[config.mk]
export PLATFORM = sky130hd
export DESIGN_NAME = muldiv_unit_flat
export DESIGN_NICKNAME = d
export VERILOG_FILES = /design/src/rtl/muldiv_unit_pkg.sv /design/src/rtl/muldiv_unit_if.sv /design/src/rtl/muldiv_core_iter.sv /design/src/rtl/muldiv_unit.sv /design/src/flat_wrapper.sv
export SDC_FILE = /design/constraint.sdc
export NUM_CORES = 1
export LEC_CHECK = 0
export ABC_AREA = 1
export CAP_MARGIN = 20
export CORE_MARGIN = 2
export CORE_UTILIZATION = 30
export CTS_CLUSTER_DIAMETER = 50
export DETAILED_ROUTE_END_ITERATION = 7
export PLACE_DENSITY = 0.6
export SYNTH_ARGS = -nofsm -noshare
export SYNTH_HDL_FRONTEND = slang
export SYNTH_SLANG_ARGS = --single-unit
[constraint.sdc]
create_clock -name clk_i -period 5.25 [get_ports clk_i]
set_input_delay 1.3125 -clock clk_i [delete_from_list [all_inputs] [get_ports clk_i]]
set_output_delay 1.3125 -clock clk_i [all_outputs]
set_load 0.02 [all_outputs]
[src/rtl/muldiv_unit_pkg.sv]
// Shared instruction definitions for decode and execute: 8-bit M-extension
// instruction codes, the multiply/divide FSM state encoding, the captured
// operation descriptor and small decode helpers.
package muldiv_unit_pkg;

  localparam int XLEN = 32;

  localparam logic [7:0] INST_MUL    = 8'h01;
  localparam logic [7:0] INST_MULH   = 8'h02;
  localparam logic [7:0] INST_MULHSU = 8'h03;
  localparam logic [7:0] INST_MULHU  = 8'h04;
  localparam logic [7:0] INST_DIV    = 8'h05;
  localparam logic [7:0] INST_DIVU   = 8'h06;
  localparam logic [7:0] INST_REM    = 8'h07;
  localparam logic [7:0] INST_REMU   = 8'h08;

  typedef enum logic [1:0] {
    ST_IDLE = 2'd0,
    ST_BUSY = 2'd1,
    ST_DONE = 2'd2
  } md_state_e;

  // sel_hi: high product word for the MUL group, remainder for the DIV group.
  typedef struct packed {
    logic is_div;
    logic sel_hi;
    logic a_signed;
    logic b_signed;
  } md_op_t;

  function automatic logic inst_legal(input logic [7:0] inst);
    return (inst >= INST_MUL) && (inst <= INST_REMU);
  endfunction

  function automatic md_op_t inst_decode(input logic [7:0] inst);
    md_op_t op;
    op = '0;
    case (inst)
      INST_MULH:   begin op.sel_hi = 1'b1; op.a_signed = 1'b1; op.b_signed = 1'b1; end
      INST_MULHSU: begin op.sel_hi = 1'b1; op.a_signed = 1'b1; end
      INST_MULHU:  op.sel_hi = 1'b1;
      INST_DIV:    begin op.is_div = 1'b1; op.a_signed = 1'b1; op.b_signed = 1'b1; end
      INST_DIVU:   op.is_div = 1'b1;
      INST_REM:    begin op.is_div = 1'b1; op.sel_hi = 1'b1; op.a_signed = 1'b1; op.b_signed = 1'b1; end
      INST_REMU:   begin op.is_div = 1'b1; op.sel_hi = 1'b1; end
      default:     op = '0;
    endcase
    return op;
  endfunction

  // Magnitude of an operand; 0x80000000 maps to 2^31 as an unsigned value.
  function automatic logic [XLEN-1:0] op_mag(input logic [XLEN-1:0] v, input logic sgn);
    return (sgn && v[XLEN-1]) ? -v : v;
  endfunction

endpackage

[src/rtl/muldiv_unit_if.sv]
// Execute-stage request/response bundle of the multiply/divide unit.
//   inst_i        decoded instruction code
//   muldiv_inst_i request qualifier
//   reg1_data_i   rs1 operand, reg2_data_i rs2 operand
//   data_o        result, ready_o stall release, exception_o fault flag
interface muldiv_if;
  logic [7:0]  inst_i;
  logic        muldiv_inst_i;
  logic [31:0] reg1_data_i;
  logic [31:0] reg2_data_i;
  logic [31:0] data_o;
  logic        ready_o;
  logic        exception_o;

  modport master (
    output inst_i, muldiv_inst_i, reg1_data_i, reg2_data_i,
    input  data_o, ready_o, exception_o
  );

  modport slave (
    input  inst_i, muldiv_inst_i, reg1_data_i, reg2_data_i,
    output data_o, ready_o, exception_o
  );
endinterface

[src/rtl/muldiv_core_iter.sv]
// Shared radix-2 datapath for multiply and divide, plus the iteration counter.
//   clk_i, rst_i  clock, async active-low reset
//   load_i        capture operand magnitudes (opa_i -> lo, opb_i -> b), clear hi/cnt
//   step_i        advance one iteration
//   is_div_i      selects restoring division (else shift-add multiply)
//   last_o        current step is the 32nd
//   hi_nxt_o/lo_nxt_o  register values after the current step
// Multiply: {hi,lo} is the product shifting right, lo starts as the multiplier.
// Divide:   hi is the partial remainder, lo shifts the dividend out and the
//           quotient bits in.
module muldiv_core_iter
  import muldiv_unit_pkg::*;
(
  input  logic            clk_i,
  input  logic            rst_i,
  input  logic            load_i,
  input  logic            step_i,
  input  logic            is_div_i,
  input  logic [XLEN-1:0] opa_i,
  input  logic [XLEN-1:0] opb_i,
  output logic            last_o,
  output logic [XLEN-1:0] hi_nxt_o,
  output logic [XLEN-1:0] lo_nxt_o
);
  logic [XLEN-1:0] hi_q, lo_q, b_q;
  logic [5:0]      cnt_q;
  logic [XLEN:0]   add_a, add_b, sum;
  logic            fits;

  // One 33-bit adder: subtract (a + ~b + 1) for divide, conditional add for multiply.
  always_comb begin
    add_a = is_div_i ? {hi_q, lo_q[XLEN-1]} : {1'b0, hi_q};
    if (is_div_i)      add_b = ~{1'b0, b_q};
    else if (lo_q[0])  add_b = {1'b0, b_q};
    else               add_b = '0;
    sum  = add_a + add_b + {{XLEN{1'b0}}, is_div_i};
    // Partial remainder < divisor keeps the trial difference within 33 bits,
    // so bit 32 alone tells a borrow.
    fits = ~sum[XLEN];
    if (is_div_i) begin
      hi_nxt_o = fits ? sum[XLEN-1:0] : add_a[XLEN-1:0];
      lo_nxt_o = {lo_q[XLEN-2:0], fits};
    end else begin
      hi_nxt_o = sum[XLEN:1];
      lo_nxt_o = {sum[0], lo_q[XLEN-1:1]};
    end
  end

  assign last_o = (cnt_q == 6'd31);

  always_ff @(posedge clk_i or negedge rst_i) begin
    if (!rst_i) begin
      hi_q  <= '0;
      lo_q  <= '0;
      b_q   <= '0;
      cnt_q <= '0;
    end else if (load_i) begin
      hi_q  <= '0;
      lo_q  <= opa_i;
      b_q   <= opb_i;
      cnt_q <= '0;
    end else if (step_i) begin
      hi_q  <= hi_nxt_o;
      lo_q  <= lo_nxt_o;
      cnt_q <= cnt_q + 6'd1;
    end
  end
endmodule

[src/rtl/muldiv_unit.sv]
// M-extension multiply/divide unit: IDLE/BUSY/DONE FSM, operand capture and
// sign fix-up around the iterative core.
//   clk_i  clock, rst_i async active-low reset
//   bus    muldiv_if.slave request/response bundle
// Build option: MULDIV_FAST_MUL_EN replaces the iterative MUL-group path
// with a single-cycle 33x33 signed multiplier (IDLE -> DONE directly).
// The core works on magnitudes; signs are re-applied on the final step so
// data_o is already valid in the DONE cycle when ready_o rises.
module muldiv_unit
  import muldiv_unit_pkg::*;
(
  input  logic     clk_i,
  input  logic     rst_i,
  muldiv_if.slave  bus
);
  md_state_e       state_q;
  md_op_t          op_q, dec;
  logic            sa_q, sb_q, divz_q, exc_q;
  logic [XLEN-1:0] data_q, hi_nxt, lo_nxt, res;
  logic [2*XLEN-1:0] prod;
  logic            last, req_ok, neg_prod, neg_rem;

  assign dec    = inst_decode(bus.inst_i);
  assign req_ok = (state_q == ST_IDLE) && bus.muldiv_inst_i && inst_legal(bus.inst_i);

  muldiv_core_iter u_core (
    .clk_i    (clk_i),
    .rst_i    (rst_i),
    .load_i   (req_ok),
    .step_i   (state_q == ST_BUSY),
    .is_div_i (op_q.is_div),
    .opa_i    (op_mag(bus.reg1_data_i, dec.a_signed)),
    .opb_i    (op_mag(bus.reg2_data_i, dec.b_signed)),
    .last_o   (last),
    .hi_nxt_o (hi_nxt),
    .lo_nxt_o (lo_nxt)
  );

  // Sign fix-up. Divide-by-zero leaves quotient all ones and remainder equal
  // to the dividend magnitude in the core; only the quotient needs forcing.
  always_comb begin
    neg_prod = (op_q.a_signed & sa_q) ^ (op_q.b_signed & sb_q);
    neg_rem  = op_q.a_signed & sa_q;
    prod     = neg_prod ? -{hi_nxt, lo_nxt} : {hi_nxt, lo_nxt};
    if (!op_q.is_div)  res = op_q.sel_hi ? prod[2*XLEN-1:XLEN] : prod[XLEN-1:0];
    else if (op_q.sel_hi) res = neg_rem ? -hi_nxt : hi_nxt;
    else if (divz_q)   res = '1;
    else               res = neg_prod ? -lo_nxt : lo_nxt;
  end

`ifdef MULDIV_FAST_MUL_EN
  logic signed [XLEN:0]     fa, fb;
  logic signed [2*XLEN-1:0] fprod;
  logic [XLEN-1:0]          fast_res;
  always_comb begin
    fa       = {dec.a_signed & bus.reg1_data_i[XLEN-1], bus.reg1_data_i};
    fb       = {dec.b_signed & bus.reg2_data_i[XLEN-1], bus.reg2_data_i};
    fprod    = fa * fb;
    fast_res = dec.sel_hi ? fprod[2*XLEN-1:XLEN] : fprod[XLEN-1:0];
  end
`endif

  always_ff @(posedge clk_i or negedge rst_i) begin
    if (!rst_i) begin
      state_q <= ST_IDLE;
      op_q    <= '0;
      sa_q    <= 1'b0;
      sb_q    <= 1'b0;
      divz_q  <= 1'b0;
      data_q  <= '0;
      exc_q   <= 1'b0;
    end else begin
      exc_q <= 1'b0;
      case (state_q)
        ST_IDLE: if (bus.muldiv_inst_i) begin
          if (!inst_legal(bus.inst_i)) begin
            state_q <= ST_DONE;
            data_q  <= '0;
            exc_q   <= 1'b1;
          end
`ifdef MULDIV_FAST_MUL_EN
          else if (!dec.is_div) begin
            state_q <= ST_DONE;
            data_q  <= fast_res;
          end
`endif
          else begin
            state_q <= ST_BUSY;
            op_q    <= dec;
            sa_q    <= bus.reg1_data_i[XLEN-1];
            sb_q    <= bus.reg2_data_i[XLEN-1];
            divz_q  <= dec.is_div && (bus.reg2_data_i == '0);
          end
        end
        ST_BUSY: if (last) begin
          state_q <= ST_DONE;
          data_q  <= res;
          exc_q   <= divz_q;
        end
        ST_DONE: state_q <= ST_IDLE;
        default: state_q <= ST_IDLE;
      endcase
    end
  end

  assign bus.ready_o     = ((state_q == ST_IDLE) && !bus.muldiv_inst_i) || (state_q == ST_DONE);
  assign bus.data_o      = data_q;
  assign bus.exception_o = exc_q;
endmodule

[src/flat_wrapper.sv]
// flat-port wrapper written by rule: the top's interface ports become plain ports
module muldiv_unit_flat import muldiv_unit_pkg::*;
  (clk_i, rst_i, bus_inst_i, bus_muldiv_inst_i, bus_reg1_data_i, bus_reg2_data_i, bus_data_o, bus_ready_o, bus_exception_o);
  muldiv_if bus_i ();
  input  logic clk_i;
  input  logic rst_i;
  input wire logic [$bits(bus_i.inst_i)-1:0] bus_inst_i;
  input wire logic [$bits(bus_i.muldiv_inst_i)-1:0] bus_muldiv_inst_i;
  input wire logic [$bits(bus_i.reg1_data_i)-1:0] bus_reg1_data_i;
  input wire logic [$bits(bus_i.reg2_data_i)-1:0] bus_reg2_data_i;
  output wire logic [$bits(bus_i.data_o)-1:0] bus_data_o;
  output wire logic [$bits(bus_i.ready_o)-1:0] bus_ready_o;
  output wire logic [$bits(bus_i.exception_o)-1:0] bus_exception_o;
  assign bus_i.inst_i = bus_inst_i;
  assign bus_i.muldiv_inst_i = bus_muldiv_inst_i;
  assign bus_i.reg1_data_i = bus_reg1_data_i;
  assign bus_i.reg2_data_i = bus_reg2_data_i;
  assign bus_data_o = bus_i.data_o;
  assign bus_ready_o = bus_i.ready_o;
  assign bus_exception_o = bus_i.exception_o;
  muldiv_unit u_core (.clk_i(clk_i), .rst_i(rst_i), .bus(bus_i));
endmodule
# --- Word level (Yosys, flattened, before mapping) ---
# Index checks and enable logic that the tools add are counted.
word_totals:
  reg_bits: 144
  latch_bits: 0
  ram_bits: 0
  romBits: 0
  input_bits: 75
  out_inout_bits: 34
  mem_count: 0
classes:
  addsub: 8
  mul: 0
  div_mod_pow: 0
  n_lt_le_gt_ge: 2
  n_eq_ne: 13
  n_shift: 0
  n_mux: 37
  bitwise_logic: 5
  n_reduce_logical: 20
op_table:
  columns: ["cell", "count"]
  rows:
  - ["32-bit two-way mux", 19]
  - ["32-bit negation", 4]
  - ["33-bit two-way mux", 2]
  - ["64-bit two-way mux", 1]
  - ["64-bit negation", 1]
  - ["32-bit case mux with 2 select lines", 1]
  - ["33-bit by 1-bit adder with 33-bit output", 1]
  - ["33-bit adder", 1]
  - ["32-bit inverter with 33-bit output", 1]
  - ["8-bit by 3-bit == test with 1-bit output, second input constant", 4]
  - ["32-bit logical NOT", 1]
  - ["8-bit by 2-bit == test with 1-bit output, second input constant", 2]
  - ["6-bit two-way mux", 2]
  - ["8-bit by 4-bit == test with 1-bit output, second input constant", 1]
  - ["8-bit by 1-bit >= comparator with 1-bit output, second input constant", 1]
  - ["8-bit by 4-bit <= comparator with 1-bit output, second input constant", 1]
  - ["4-bit OR reduction", 2]
  - ["1-bit logical AND", 7]
  - ["1-bit two-way mux", 7]
  - ["6-bit by 1-bit adder with 6-bit output, second input constant", 1]
  - ["6-bit by 5-bit == test with 1-bit output, second input constant", 1]
  - ["2-bit two-way mux", 3]
  - ["5-bit OR reduction", 1]
  - ["2-bit != test, second input constant", 2]
  - ["other kinds (16)", 18]

# --- Longest topological paths before layout ---
depth:
  word_depth: 13
  depth_mapped: 46

# --- Modules after synthesis ---
# From an unflattened synthesis, not the netlist that was laid out.
hier_totals:
  hier_cells: 2603
  hier_area_um2: 15207.1
modules_own_cells:
  columns: ["module", "n_inst", "cells_each", "area_per_inst_um2", "seq_area_each_um2"]
  rows:
  - ["muldiv_core_iter", 1, 1341, 8560.7, 2552.4]
  - ["muldiv_unit", 1, 1262, 6646.4, 1051.0]

# --- Worst setup path after synthesis ---
# No wires, ideal clock.
synth_timing:
  path_type: "reg-to-reg"
  from: "reg u_core.op_q[3] (netlist bit)"
  to: "reg u_core.data_q[28], in the netlist u_core.bus.data_o[28]"
  setup_ns: 0.117
  t_arrival_ns: 5.322
  path_slack_ns: -0.190
  stages_incl_launch_ff: 44
  path_buffers: 6
  synth_period_minus_slack_ns: 5.440
  cell_sequence: "dfrtp_1 -> buf_6 -> buf_8 -> inv_2 -> clkbuf_1 -> buf_2 -> clkbuf_1 -> buf_1 -> fa_1 -> inv_1 -> fa_1 -> nand2_1 -> nand2_1 -> nand3_1 -> nand2_2 -> nand2_1 -> nand2_2 -> nand2_2 -> (+8 left out) -> nor2_4 -> nand2_2 -> nor2_4 -> nand3_4 -> nor2_4 -> nand2_4 -> nor2_4 -> nand2_2 -> nand2_4 -> o21ai_4 -> nor2_8 -> nand2_1 -> nand2_1 -> nand3_1 -> nand2_1 -> nand2_1 -> nand3_1 -> nand2_1"
synth_via:
  elab_chain_cells: 12
  elab_cells_between_ends: 20
  classes_between: "add/sub (5); mux (14); bitwise (1)"
synth_lines:
  columns: ["item", "line_no", "source"]
  rows:
  - ["start: declaration", "muldiv_unit.sv:17", "md_op_t op_q, dec;"]
  - ["start signal: assignment", "muldiv_unit.sv:66", "op_q <= '0;"]
  - ["start signal: assignment", "muldiv_unit.sv:89", "op_q <= dec;"]
  - ["parallel branches: the longest is 9 deep, another holds 64-bit negation", null, null]
  - ["32-bit two-way mux *", "muldiv_unit.sv:45", "if (!op_q.is_div) res = op_q.sel_hi ? prod[2*XLEN-1:XLEN] : prod[XLEN-1:0];"]
  - ["32-bit two-way mux *", "muldiv_unit.sv:95", "ST_BUSY: if (last) begin"]
  - ["32-bit case mux with 2 select lines *", "muldiv_unit.sv:74", "case (state_q)"]
  - ["end signal: assignment", "muldiv_unit.sv:97", "data_q <= res;"]
  - ["end: declaration", "muldiv_unit.sv:19", "logic [XLEN-1:0] data_q, hi_nxt, lo_nxt, res;"]
# Every way passes the cells marked *. The select of a mux whose other input is x is not followed.
# A chain may end at the register's enable or synchronous reset.

# --- Worst setup path after layout ---
layout_timing:
  from: "reg u_core.op_q[3] (netlist bit)"
  to: "reg u_core.data_q[30], in the netlist u_core.bus.data_o[30]"
# Same word-level chain as after synthesis.

==> impl_metrics.json <==
{
  "crit_end": "u_core.bus.data_o[30]",
  "yosys_warnings": 0,
  "die_w_um": 228.9,
  "cp.required_ns": 5.66,
  "numCtsBuffers": 17,
  "use_met2_pct": 34.10,
  "cts_sinks": 144,
  "antenna_cells": 0,
  "internal_power_uw": 2169,
  "async_flop_share_pct": 100.0,
  "slew_headroom_pct": 26.96,
  "p_sw_share_pct": 37.05,
  "path_delay_family": "simple AND/OR/NAND/NOR gates",
  "cellLeakagePower_uw": 0.008505,
  "cpMostUsedCell": "nand2_1",
  "crit_path_end_kind": "register",
  "slowest_stage": "dfrtp_4",
  "antenna_found_initial": 2,
  "final_core_util_pct": 36.29,
  "peakVddDrop_uv": 246.6,
  "path_clk_slew_ns": 0.08,
  "final_area_um2": 18170,
  "slowest_delay_ns": 0.59,
  "avgSynthCellArea_um2": 5.993,
  "drtPass1Iterations": 5,
  "max_freq_mhz": 200.1,
  "final_cells": 3332,
  "coreArea_um2": 50070,
  "finalWorstSetupSlack_ns": 0.2527,
  "power_density_nw_per_um2": 189.7,
  "use_met3_pct": 2.745,
  "grt_pass1_vias": 15590,
  "crit_buf_inv": 6,
  "min_from": "u_core.sa_q",
  "rrSetupSlack_ns": 0.25,
  "synth_seq_cells": 144,
  "gr-usage-all-layers_pct": 21.05,
  "start_util_pct": 30.31,
  "synth_cell_type_count": 62,
  "hold_class": "reg -> reg",
  "busiest_layer": "met2",
  "post_drt_wl_per_cell_um": 16.97,
  "yosysSeqAreaShare_pct": 23.75,
  "routed_wl_um": 56550,
  "r2r_start": "u_core.op_q[3]",
  "worst_r2r_path_depth": 37,
  "switching_power_uw": 1277,
  "grt_overflow": 0,
  "clkPwrFrac_pct": 36.1,
  "rows": 82,
  "vias_per_cell": 5.026,
  "cp-start-kind": "register",
  "drive_above_1_share_pct": 10.71,
  "synthesis.area_um2": 15170,
  "cts_max_level": 4,
  "status": "finished clean",
  "postRouteAntennaNets": 0,
  "syn-num-nets": 2646,
  "tritoncts": "yes",
  "worstPathArrival_ns": 5.41,
  "layout_common_cells": "nand2_1, inv_1, nor2_1",
  "place_hpwl_um": 43900,
  "syn_inst": 2532,
  "drtIter0Drc": 1486,
  "period_share_pct": 95.19,
  "drc": 0,
  "io_pins": 109,
  "finalClockSkew_ns": 0.01883,
  "area_delta_synth_final_pct": 19.74,
  "finalMaxSlewViolations": 0,
  "setup_viol": 0,
  "grt_setup_unrepaired": "yes",
  "layout.cells.most_common": "nand2_1",
  "pwr-share-comb_pct": 30.2,
  "tightest_slew_ns": 1.094,
  "crit_path_start": "u_core.op_q[3]",
  "grt_max_degree": 89,
  "io_buffer_count": 108,
  "die_height_um": 228.9,
  "clockBufferDepth": 2,
  "path_depth": 37,
  "worstPathMaxFanout": 13,
  "grt_use_met1_pct": 28.66,
  "vias": 16750,
  "hold_viol_final": 0,
  "clockRootBuffer": "clkbuf_16",
  "p_seq_share_pct": 33.7,
  "dp.cells": 3267,
  "clk_latency_ns": 0.47,
  "gp_congestion": 1.006,
  "grt_pass1_wl_um": 87170,
  "min_period_ns": 4.997,
  "nNetsFinal": 2761,
  "timing.hold.ws_ns": 0.4702,
  "synth_edf_count": 0,
  "dieArea_um2": 52390,
  "crit_type": "reg -> reg",
  "dp_slack_ns": 0.1130,
  "r2r_end": "u_core.bus.data_o[30]",
  "max_cap_violations": 0,
  "dpl_cell_area_um2": 17070,
  "yosys_most_used_dff": "dfrtp_1"
}
## final cells by class
cell class	instances	area, um^2
fill	5581	31900
multi-input combinational	1964	9993
sequential	144	3608
timing repair buffer	194	1908
inverter	325	1232
tap	672	840.8
clock buffer	17	425.4
clock inverter	15	151.4
timing repair inverter	1	8.758
## metal layers
metal  wire length [um]  vias to the layer above
met2              25430                      554
met1              25730                     7649
met5                 13                        -
met4               1736                        2
li1                   -                     8446
met3               3637                       94
## logic make-up (layout without fill, tap and decap cells)
| logic type | Yosys count | in the layout | synth area share (%) |
|---|---|---|---|
| flip-flops | 144 | 144 | 23.75 |
| AND/OR/NAND/NOR | 1409 | 1409 | 40.64 |
| XOR/XNOR | 63 | 63 | 3.637 |
| buffers and inverters | 424 | 552 | 11.31 |
| AO/OA/AOI/OAI | 453 | 453 | 17.36 |
| adder cells (fa/ha/maj) | 39 | 39 | 3.315 |
## synthesized netlist by cell type (5+ instances only)
master,number,share of area [%]
o21ai_0,188,6.2
clkbuf_1,51,1.3
a21oi_2,5,0.29
nand2_1,803,20
nor2_1,217,5.4
nor4_1,9,0.37
o21bai_1,7,0.35
or2_2,7,0.29
xnor2_1,27,1.6
nand2_2,41,1.7
ha_1,37,3.1
buf_1,19,0.47
o21ai_2,8,0.46
buf_6,6,0.45
nor2_2,21,0.87
nand3b_1,12,0.59
nor2_4,11,0.82
xor2_1,36,2.1
o21ai_1,47,1.6
inv_2,11,0.27
a21oi_1,95,3.1
buf_2,16,0.53
nand3_1,201,6.6
nor3_1,37,1.2
o22ai_1,38,1.6
dfrtp_1,144,24
nand2_4,10,0.74
inv_1,313,7.7
o221ai_1,21,1.2
o211ai_1,12,0.59
nand4_1,21,0.87
## power groups by stage
stage	Sequential, uW	Combinational [uW]	Clock (uW)
global placement	1180	993	0
detailed placement	1180	990	0
CTS	1160	994	1260
finish	1160	1040	1250
global route	1160	1140	1310
floorplan	1190	613	0
## state kept, by name, summed over array words and instances, names as in the netlist
name	count
u_core.sb_q	1
u_core.bus.data_o	32
u_core.u_core.hi_q	32
u_core.op_q	4
u_core.u_core.b_q	32
u_core.u_core.cnt_q	6
u_core.state_q	2
u_core.bus.exception_o	1
u_core.u_core.lo_q	32
u_core.sa_q	1
u_core.divz_q	1
## worst min path at each step
stage / endpoint / cells past startpoint
floorplan: u_core.sa_q / 2
global placement: u_core.sa_q / 2
detailed placement: u_core.sa_q / 2
CTS: u_core.sa_q / 2
global route: u_core.op_q[1] / 2
finish: u_core.sa_q / 2
## worst min-delay path, delay by kind of cell (launching register included)
kind | cells | cell delay (ns)
flops | 1 | 0.34
simple gates | 2 | 0.09
## what timing repair did
action,4_1_cts,5_1_grt
gates resized for setup,0,65
hold buffers,0,0
endpoints found under the setup margin,0,29
buffers inserted,0,27
## stage by stage
stage / TNS, ns / power (uW)
after floorplan: 0 / 1803
final: 0 / 3446
after global placement: 0 / 2173
after CTS: 0 / 3412
after global routing: -0.6958 / 3611
after detailed placement: 0 / 2171
No activity file was read; power rests on OpenSTA's default activity.
